===== config.mk =====
export PLATFORM = sky130hd
export DESIGN_NAME = led_sequencer_flat
export DESIGN_NICKNAME = d
export VERILOG_FILES = /design/src/rtl/led_sequencer_if.sv /design/src/rtl/led_sequencer.sv /design/src/flat_wrapper.sv
export SDC_FILE = /design/constraint.sdc
export NUM_CORES = 1
export LEC_CHECK = 0
export BUFFER_PORTS_ARGS = -buffer_cell sky130_fd_sc_hd__buf_2
export CAP_MARGIN = 20
export CORE_MARGIN = 2
export CORE_UTILIZATION = 50
export CTS_BUF_LIST = sky130_fd_sc_hd__clkbuf_2 sky130_fd_sc_hd__clkbuf_4 sky130_fd_sc_hd__clkbuf_8
export DETAILED_ROUTE_END_ITERATION = 7
export PLACE_DENSITY = 0.68
export SLEW_MARGIN = 10
export SYNTH_ARGS = -nofsm -noshare
export SYNTH_HDL_FRONTEND = slang
export SYNTH_SLANG_ARGS = --single-unit

===== constraint.sdc =====
create_clock -name CLK -period 3.89 [get_ports CLK]
set_input_delay 0.389 -clock CLK [delete_from_list [all_inputs] [get_ports CLK]]
set_output_delay 0.389 -clock CLK [all_outputs]
set_load 0.05 [all_outputs]

===== src/rtl/led_sequencer_if.sv =====
// LED sequencer control/status bundle.
// master drives MODE/SPEED/RUN/STEP; slave returns LEDS/TICK/RUNNING.
interface led_sequencer_if;
  logic [1:0] MODE;
  logic [1:0] SPEED;
  logic       RUN;
  logic       STEP;
  logic [7:0] LEDS;
  logic       TICK;
  logic       RUNNING;

  modport master (
    output MODE, SPEED, RUN, STEP,
    input  LEDS, TICK, RUNNING
  );

  modport slave (
    input  MODE, SPEED, RUN, STEP,
    output LEDS, TICK, RUNNING
  );
endinterface


===== src/rtl/led_sequencer.sv =====
// LED pattern sequencer: prescaled free-run or single-step advance.
// Ports: CLK, RST (async high), io (slave): MODE SPEED RUN STEP -> LEDS TICK RUNNING.
module led_sequencer #(
  parameter logic [31:0] BASE_LIMIT = 32'd50000000
) (
  input logic            CLK,
  input logic            RST,
  led_sequencer_if.slave io
);

  typedef enum logic {S_STOP, S_RUN} state_e;
  typedef enum logic [1:0] {
    M_UP  = 2'b00,
    M_DN  = 2'b01,
    M_ROT = 2'b10,
    M_BNC = 2'b11
  } mode_e;
  typedef enum logic {D_LEFT, D_RIGHT} dir_e;

  state_e      state_q, state_n;
  mode_e       mode_q, mode_n;
  dir_e        dir_q, dir_n, bdir;
  logic [31:0] cnt_q, cnt_n;
  logic [7:0]  leds_q, leds_n, pat;
  logic        tick_q, tick_n;
  logic        step_q;
  logic        run_q;

  logic [31:0] limit;
  logic        hit, rise, chg, adv;

  assign limit = BASE_LIMIT >> io.SPEED;
  // >= rather than == so a lowered limit never lets cnt wrap
  assign hit   = (state_q == S_RUN) && (cnt_q >= limit);
  assign rise  = (state_q == S_STOP) && io.STEP && !step_q;
  assign chg   = (mode_e'(io.MODE) != mode_q);
  assign adv   = !chg && (hit || rise);

  always_comb begin
    pat  = leds_q;
    bdir = dir_q;
    unique case (mode_q)
      M_UP:  pat = leds_q + 8'd1;
      M_DN:  pat = leds_q - 8'd1;
      M_ROT: pat = {leds_q[6:0], leds_q[7]};
      M_BNC: begin
        if (dir_q == D_LEFT) begin
          if (leds_q == 8'h80) begin
            pat  = 8'h40;
            bdir = D_RIGHT;
          end else begin
            pat = leds_q << 1;
          end
        end else begin
          if (leds_q == 8'h01) begin
            pat  = 8'h02;
            bdir = D_LEFT;
          end else begin
            pat = leds_q >> 1;
          end
        end
      end
    endcase
  end

  always_comb begin
    state_n = io.RUN ? S_RUN : S_STOP;
    mode_n  = mode_q;
    dir_n   = dir_q;
    leds_n  = leds_q;
    tick_n  = 1'b0;
    cnt_n   = 32'd0;
    if (state_q == S_RUN && !hit)
      cnt_n = cnt_q + 32'd1;
    if (chg) begin
      mode_n = mode_e'(io.MODE);
      dir_n  = D_LEFT;
      cnt_n  = 32'd0;
      unique case (mode_e'(io.MODE))
        M_UP:  leds_n = 8'h00;
        M_DN:  leds_n = 8'hFF;
        M_ROT: leds_n = 8'h01;
        M_BNC: leds_n = 8'h01;
      endcase
    end else if (adv) begin
      leds_n = pat;
      dir_n  = bdir;
      tick_n = 1'b1;
    end
  end

  always_ff @(posedge CLK or posedge RST) begin
    if (RST) begin
      state_q <= S_STOP;
      mode_q  <= M_UP;
      dir_q   <= D_LEFT;
      cnt_q   <= 32'd0;
      leds_q  <= 8'h00;
      tick_q  <= 1'b0;
      run_q   <= 1'b0;
      step_q  <= 1'b1;
    end else begin
      state_q <= state_n;
      mode_q  <= mode_n;
      dir_q   <= dir_n;
      cnt_q   <= cnt_n;
      leds_q  <= leds_n;
      tick_q  <= tick_n;
      run_q   <= (state_n == S_RUN);
      step_q  <= io.STEP;
    end
  end

  assign io.LEDS    = leds_q;
  assign io.TICK    = tick_q;
  assign io.RUNNING = run_q;

endmodule


===== src/flat_wrapper.sv =====
// flat-port wrapper written by rule: the top's interface ports become plain ports
module led_sequencer_flat 
#(
  parameter logic [31:0] BASE_LIMIT = 32'd50000000
)
  (CLK, RST, io_MODE, io_SPEED, io_RUN, io_STEP, io_LEDS, io_TICK, io_RUNNING);
  led_sequencer_if io_i ();
  input logic CLK;
  input logic RST;
  input wire logic [$bits(io_i.MODE)-1:0] io_MODE;
  input wire logic [$bits(io_i.SPEED)-1:0] io_SPEED;
  input wire logic [$bits(io_i.RUN)-1:0] io_RUN;
  input wire logic [$bits(io_i.STEP)-1:0] io_STEP;
  output wire logic [$bits(io_i.LEDS)-1:0] io_LEDS;
  output wire logic [$bits(io_i.TICK)-1:0] io_TICK;
  output wire logic [$bits(io_i.RUNNING)-1:0] io_RUNNING;
  assign io_i.MODE = io_MODE;
  assign io_i.SPEED = io_SPEED;
  assign io_i.RUN = io_RUN;
  assign io_i.STEP = io_STEP;
  assign io_LEDS = io_i.LEDS;
  assign io_TICK = io_i.TICK;
  assign io_RUNNING = io_i.RUNNING;
  led_sequencer #(.BASE_LIMIT(BASE_LIMIT)) u_core (.CLK(CLK), .RST(RST), .io(io_i));
endmodule

After elaboration in Yosys (flattened, before gate mapping)
Index checks and enable logic that the tools add are counted.

Add/sub/neg operators: 3. $lt $le $gt $ge: 1. Eq/ne operators: 9. Shift operators: 1. Muxes and demuxes: 18. Bitwise logic cells: 1. Reductions and logical operators: 15.

Operators with widths (count): 32-bit two-way mux (2); 32-bit by 1-bit adder with 32-bit output, second input constant (1); 32-bit >= comparator (1); 8-bit two-way mux (4); 8-bit one-hot mux with 4 select lines (1); 26-bit by 2-bit right shift with 32-bit output, first input constant (1); 8-bit one-hot mux with 3 select lines (1); 1-bit two-way mux (9); 8-bit by 1-bit adder with 8-bit output, second input constant (1); 2-bit equality test, second input constant (4); 8-bit by 1-bit equality test with 1-bit output, second input constant (1); 8-bit equality test, second input constant (1); 8-bit by 1-bit subtractor with 8-bit output, second input constant (1); 7-bit two-way mux (1); 1-bit logical AND (5); 2-bit by 1-bit equality test with 1-bit output, second input constant (2); 2-bit zero test (2); 2-bit nonzero test (2); 1-bit zero test (3); 2-bit inequality test (1); 2-bit AND reduction (1); 2-bit OR reduction (1); 1-bit logical OR (1); 1-bit inverter (1).

Register bits: 46. Output and inout port bits: 10.

Longest topological paths before layout
Gate-level depths: netlist of run 1.

Word-level depth: 7. Mapped depth: 11. Depth with buffers taken out: 11.

Worst setup path after synthesis of run 1
OpenSTA, ideal clock, no wires.

Kind: input-to-reg. Start: in io_SPEED[0]. End: reg u_core.leds_q[5], in the netlist u_core.io.LEDS[5]. Library setup time: 0.126 ns. Data arrival time: 2.381 ns. Setup slack: 1.383 ns. Stages: 11. Path through: inv_1 > nand2_1 > inv_1 > ha_1 > nand4_2 > nor4_2 > o211ai_1 > a2111o_1 > a21oi_4 > nor2_2 > o32a_1.

Word-level cells in the longest chain between the ends: 6.

Ends and longest elaborated chain: start: declaration (RTL line flat_wrapper.sv:11) `input wire logic [$bits(io_i.SPEED)-1:0] io_SPEED;`; 26-bit by 2-bit right shift with 32-bit output (RTL line led_sequencer.sv:32) `assign limit = BASE_LIMIT >> io.SPEED;`; 32-bit >= comparator (RTL line led_sequencer.sv:34) `assign hit = (state_q == S_RUN) && (cnt_q >= limit);`; 1-bit logical AND (RTL line led_sequencer.sv:34); 1-bit logical OR (RTL line led_sequencer.sv:37) `assign adv = !chg && (hit || rise);`; 1-bit logical AND (RTL line led_sequencer.sv:37); 2-bit nonzero test (no line); end signal: assignment (RTL line led_sequencer.sv:107) `leds_q <= leds_n;`; end: declaration (RTL line led_sequencer.sv:24) `logic [7:0] leds_q, leds_n, pat;`.

Every way passes these cells. A chain may end at the register's enable or synchronous reset.

Final worst setup path of run 1
Start: in io_SPEED[0]. End: reg u_core.leds_q[7], in the netlist u_core.io.LEDS[7].

The elaborated chain is that of the path after synthesis.

==> results of run 1 <==
[power by group through the flow]
stage          clock [mW]  sequential (mW)  combinational (mW)
5_1_grt             0.394            0.541               0.226
6_report            0.363            0.537               0.204
3_5_place_dp            0            0.545               0.200
3_3_place_gp            0            0.545               0.200
4_1_cts             0.370            0.536               0.201
2_1_floorplan           0            0.567               0.131
[cell usage after synthesis (2+ instances only)]
cell        n
and4_2      2
and2_1      3
or3_2       2
xor2_1     13
a221oi_1    3
nand3_1    21
dfrtp_1    45
and3_1      8
nand2_1    23
o32a_1      2
nor4_1      3
o31a_1      4
nand4_1     4
inv_1      21
nor4b_1     2
ha_1       23
a21oi_1    19
a2111oi_0   2
nor2_1     36
a21o_1      6
and3_2      2
xnor2_1    16
mux2_2      2
nor3_1     11
a31oi_1     3
mux2i_1     3
nand2b_1    2
clkbuf_1   13
o21ai_0    16
[area by class of cell]
type	count	area share, %
Clock inverter	3	1.34
Inverter	21	2.42
Sequential cell	46	35.3
Clock buffer	5	2.11
Tap cell	75	2.88
Timing Repair Buffer	18	3.22
Multi-Input combinational cell	256	52.7
[state kept, by name, indices dropped and copies added (netlist names)]
name	flops
u_core.io.LEDS	8
u_core.mode_q	2
u_core.io.TICK	1
u_core.dir_q	1
u_core.cnt_q	32
u_core.step_q	1
u_core.state_q	1
[final timing paths]
check | slack [ns] | end | cells after the start
min | 0.07 | u_core.cnt_q[1] | 2
max | 1.18 | u_core.io.LEDS[7] | 11
max in group asynchronous | 3.27 | u_core.step_q | 3
min in group CLK | 0.19 | u_core.state_q | 1
max reg2reg | 1.18 | u_core.io.LEDS[7] | 7
min reg2reg | 0.55 | u_core.cnt_q[26] | 2
[routing by layer]
layer  part of all wire [%]  routed length (um)  global-route usage [%]  vias to the layer above
met2                     45                2880                    31.6                       58
met5                      0                   0                       0                        -
met3                    4.2                 269                    3.52                        8
li1                       -                   -                       -                     1202
met4                    1.2                  77                    7.46                        0
met1                     50                3210                    32.1                     1165
[through the flow]
step / area (um^2) / power, mW / util [%] / hold WS [ns]
after floorplan: 3020 / 0.697 / - / 0.393
after global placement: 3130 / 0.745 / 53.5 / 0.498
after detailed placement: 3130 / 0.745 / 53.5 / 0.501
after CTS: 3240 / 1.11 / 55.4 / 0.180
after global routing: 3260 / 1.16 / 55.8 / 0.0882
final: 3260 / 1.10 / 55.8 / 0.0684
[worst reg2reg max path: cells and delay by family (launching register included)]
family                   cells  cell delay [ns]
AO/OA/AOI/OAI                5             1.34
adder cells (fa/ha/maj)      1             0.35
flip-flops                   1             0.43
AND/OR/NAND/NOR              1             0.49
[kinds of logic after synthesis]
family,count (synthesis)
mux,5
simple gates,130
other cells,1
fa+ha+maj,23
xor+xnor,29
flops,46
buf+inv,36
compound gates,64
==> out/results.ini, run 1 <==
[sta]
layout_setup_ws_ns=1.18
max_slew_margin_pct=56.9
setup_violations=0
fmax_mhz=369
finalSetupTns_ns=0
slew_violations=0
layout_min_cycle_time_ns=2.71
skew_ns=0.00642
hold_violations=0
rsz0062_at_grt=no
worst_pin_slew_ns=0.640
final.period_utilization_pct=69.7

[critical_path]
cp_slowest_stage_delay_ns=0.49
crit_start=io_SPEED[0]
crit_required_ns=4.08
crit_fanout=28
worstPathBufferInverterCount=3
cp.arrival_ns=2.91
setup.worst_path.class=primary input to register
crit_path_cell_trace=buf_2, inv_1, nand2_1, inv_1, ha_1, a21o_1, a2111oi_0, a2111o_1, nand3_2, a21o_1, o31a_1
crit_path_start_kind=primary input
cpLargestDelayFamily=compound AO/OA/AOI/OAI gates
reg2reg_from=u_core.cnt_q[14]
crit_path_top_delay_cell=nand3_2
worst_setup_path_end_kind=register

[clock_tree]
cts.clk_slew.worst_paths_ns=0.09
clkLatencyLatePin_ns=0.30
cts_buffer_depth=2
clkSinkCount=46
cts_resized=0
clock-root-buffer=clkbuf_8
ctsHtreeMaxLevel=2
postCtsSetupBuffers=0
hold_buffers=0
cts_buffers=5
cts_tree=done

[power_and_ir_drop]
power_frac_comb_pct=18.5
intPower_mw=0.758
p_sw_mw=0.347
vdd_drop_max_uv=270
sw_frac_of_total_pct=31.4
clkPwrFrac_pct=32.9
p_leak_nw=1.48
seq_power_share_pct=48.6
power.density_nw_per_um2=339

[synthesis]
ys_ff_latch=46
synthFlopType=dfrtp_1
synth_top_family_by_area=simple AND/OR/NAND/NOR gates
async_flop_share_pct=100
ys_seq_area_share_pct=38.4
synth_compound_area_share_pct=14.1
synth-xor-area-share_pct=8.47
synth.top_cell.area_share_pct=37.5
synth_top_area_cell=dfrtp_1
syn_area_per_cell_um2=8.98
synth-simple-area-share_pct=22.7
synth.area.mux_share_pct=1.75
synthAdderAreaFrac_pct=9.59
synth_cell_types=53
syn-cell-area_um2=3000
syn_inst=334
yosysWarnings=0
synth.area.top_cells=dfrtp_1, ha_1, xnor2_1, nor2_1, xor2_1
synth_edf_count=0

[layout]
multi_input_area_um2=1720
fin_nets=379
final_common_cell=dfrtp_1
final_cell_mix=dfrtp_1, nor2_1, nand2_1, ha_1, nand3_1
area_delta_synth_final_pct=8.72
n_fill_cell=520
drive_gt1_share_pct=12.3
instances_no_fill=424
antenna_cells=0
regArea_um2=1150

[routing]
drt_iter0_drc=129
routedWlPerCell_um=15.2
drc_errors=0
final_antenna_net_count=0
wirelength_um=6440
dr.pass1.iters=4
via_count=2433
via_per_inst=5.74

[placement]
io_buffers=17
dp_hpwl_um=4470
gp_congestion=0.912
placedCellCount=415
dp_worst_setup_slack_ns=0.874

[global_routing]
overflow=0
grt_pass1_vias=2314
antenna_found_initial=0
grt_pass1_wl_um=11000
grt_max_degree=47
globalRouteTotalUtil_pct=21.5

[min_path]
hold_class=primary input to async pin

[floorplan]
dieHeight_um=81.5
start_util_pct=51.3
coreArea_um2=5850
die_area_um2=6640
core.rowCount=28
die_w_um=81.5
boundaryPins=18

[status]
outcome=complete, no violations

[run]
cap_violations=0

Power figures use the tool's default switching activity.
==> run 2, diff against run 1 <==
PLACE_DENSITY = 0.7   (was 0.68)
clock period = 2.2 ns   (was 3.89 ns; I/O delays follow)
==> out/results.ini, run 2 (synthesis results as in run 1) <==
[power_and_ir_drop]
p_leak_nw=1.76  ; was 1.48 nW
vdd_drop_max_uv=381  ; was 270 uV
power.density_nw_per_um2=518  ; was 339 nW/um^2
p_total_mw=1.98  ; was 1.10 mW

[status]
violations=negative setup slack
outcome=finished with violations  ; was complete, no violations

[layout]
drive_gt1_share_pct=27.7  ; was 12.3%
top_register=u_core.cnt_q  ; unchanged
largest_reg_flops=32  ; unchanged
instances_no_fill=479  ; was 424
final_cell_mix=buf_4, dfrtp_1, nor2_1, nand2_1, nand3_1  ; was dfrtp_1, nor2_1, nand2_1, ha_1, nand3_1
fin_nets=434  ; was 379
antenna_cells=0  ; unchanged
area_delta_synth_final_pct=27.6  ; was 8.72%
final_common_cell=buf_4  ; was dfrtp_1
utilization_pct=65.4  ; was 55.8%

[critical_path]
worstReg2RegEnd=u_core.io.LEDS[4]  ; was u_core.io.LEDS[7]
cp.arrival_ns=2.50  ; was 2.91 ns
crit_fanout=4  ; was 28
worst_setup_path_end_kind=register  ; unchanged
setup.worst_path.class=register to register  ; was primary input to register
reg2reg_from=u_core.cnt_q[14]  ; unchanged
crit_required_ns=2.38  ; was 4.08 ns
rrSetupSlack_ns=-0.12  ; was 1.18 ns
reg2reg_depth=10  ; was 7
crit_path_start_kind=register  ; was primary input

[global_routing]
grt_pass1_vias=2725  ; was 2314
overflow=0  ; unchanged
globalRouteTotalUtil_pct=25.3  ; was 21.5%
grt_pass1_wl_um=13000  ; was 11000 um
grt_max_degree=47  ; unchanged
antenna_found_initial=0  ; unchanged

[routing]
dr.pass1.iters=4  ; unchanged
drt_iter0_drc=141  ; was 129
via_per_inst=5.74  ; about the same
via_count=2751  ; was 2433
wirelength_um=7860  ; was 6440 um
routedWlPerCell_um=16.4  ; was 15.2 um
final_antenna_net_count=0  ; unchanged
drc_errors=0  ; unchanged

[sta]
worst_pin_slew_ns=0.581  ; was 0.640 ns
max_slew_margin_pct=60.7  ; was 56.9%
skew_ns=0.00657  ; was 0.00642 ns
hold_violations=0  ; unchanged
layout_setup_ws_ns=-0.121  ; was 1.18 ns
final.period_utilization_pct=106
fmax_mhz=431
finalSetupTns_ns=-2.16  ; was 0 ns
setup_violations=36  ; was 0
rsz0062_at_grt=yes  ; was no
slew_violations=0  ; unchanged
layout_min_cycle_time_ns=2.32

[floorplan]
coreArea_um2=5850  ; unchanged
die_area_um2=6640  ; unchanged
start_util_pct=51.3  ; unchanged
core.rowCount=28  ; unchanged
die_w_um=81.5  ; unchanged
boundaryPins=18  ; unchanged
dieHeight_um=81.5  ; unchanged

[placement]
gp_congestion=0.972  ; was 0.912
io_buffers=17  ; unchanged
dp_hpwl_um=5400  ; was 4470 um
placedCellCount=462  ; was 415

[clock_tree]
clock-root-buffer=clkbuf_8  ; unchanged
cts.clk_slew.worst_paths_ns=0.10  ; was 0.09 ns
clkLatencyLatePin_ns=0.30  ; about the same
cts_tree=done  ; unchanged
ctsHtreeMaxLevel=2  ; unchanged
cts_buffer_depth=2  ; unchanged
clkSinkCount=46  ; unchanged
cts_buffers=5  ; unchanged

[min_path]
min_path_cells=1
hold_class=primary input to register  ; was primary input to async pin
holdPathEnd=u_core.step_q
min_from=io_STEP

[run]
cap_violations=0  ; unchanged

run 2: cell types whose count changed in the layout (fill, tap and decap cells not counted), moves of 2 or more:
cell     delta
a21oi_1     -2
a21oi_2     +2
buf_4      +48
buf_6       +5
dfrtp_1     -2
dfrtp_2     +2
ha_1        -5
ha_4        +5
run 2: power breakdown:
| part | internal [mW] | switching, mW |
|---|---|---|
| sequential | 0.877 | 0.0375 |
| combinational | 0.188 | 0.312 |
| clock | 0.238 | 0.329 |
run 2: per-stage QoR:
step	setup WS, ns	cell area [um^2]	hold slack [ns]
after floorplan	-0.130	3040	0.224
after global routing	-0.194	3830	0.00176
after global placement	-0.262	3510	0.328
final	-0.121	3830	0.0168
after detailed placement	-0.379	3510	0.330
after CTS	-0.102	3720	0.00582
run 2: metal layers:
layer  global-route usage, %  share of wire [%]
met5                       0                  0
met2                    43.7                 51
met3                    3.19                3.9
met4                    6.78                1.9
met1                    33.5                 43
run 2: layout make-up:
class	instances	area, um^2
fill	462	2020
multi-input combinational	256	1850
sequential	46	1150
inverter	21	78.8
timing repair buffer	73	557
clock buffer	5	68.8
clock inverter	3	28.8
tap	75	93.8
run 2: repair_timing:
item / in CTS / in global routing
endpoints found under the setup margin: 37 / 37
gates cloned: 0 / 2
pin swaps: 7 / 2
hold endpoints to repair: 0 / 1
hold buffers: 0 / 1
buffers inserted: 4 / 2
resized for setup: 15 / 11
run 2: how the worst max path moves through the flow:
| stage | from | endpoint | slack (ns) | cells after the start |
|---|---|---|---|---|
| after floorplan | u_core.cnt_q[9] | u_core.io.LEDS[5] | -0.13 | 8 |
| after global routing | u_core.cnt_q[9] | u_core.io.LEDS[4] | -0.19 | 10 |
| final | u_core.cnt_q[14] | u_core.io.LEDS[4] | -0.12 | 10 |
| after detailed placement | io_SPEED[0] | u_core.io.LEDS[2] | -0.38 | 11 |
| after CTS | u_core.cnt_q[14] | u_core.io.LEDS[5] | -0.10 | 8 |
| after global placement | io_SPEED[0] | u_core.io.LEDS[5] | -0.26 | 12 |
run 2: worst max-delay path, stage by stage (launching register included):
cell and delay (ns):
dfrtp_1 0.44, ha_4 0.30, nand4_4 0.12, nor2_1 0.18, a2111oi_2 0.06, a2111o_1 0.47, a21oi_4 0.22, buf_4 0.15
buf_6 0.08, a21o_1 0.13, a22oi_2 0.06
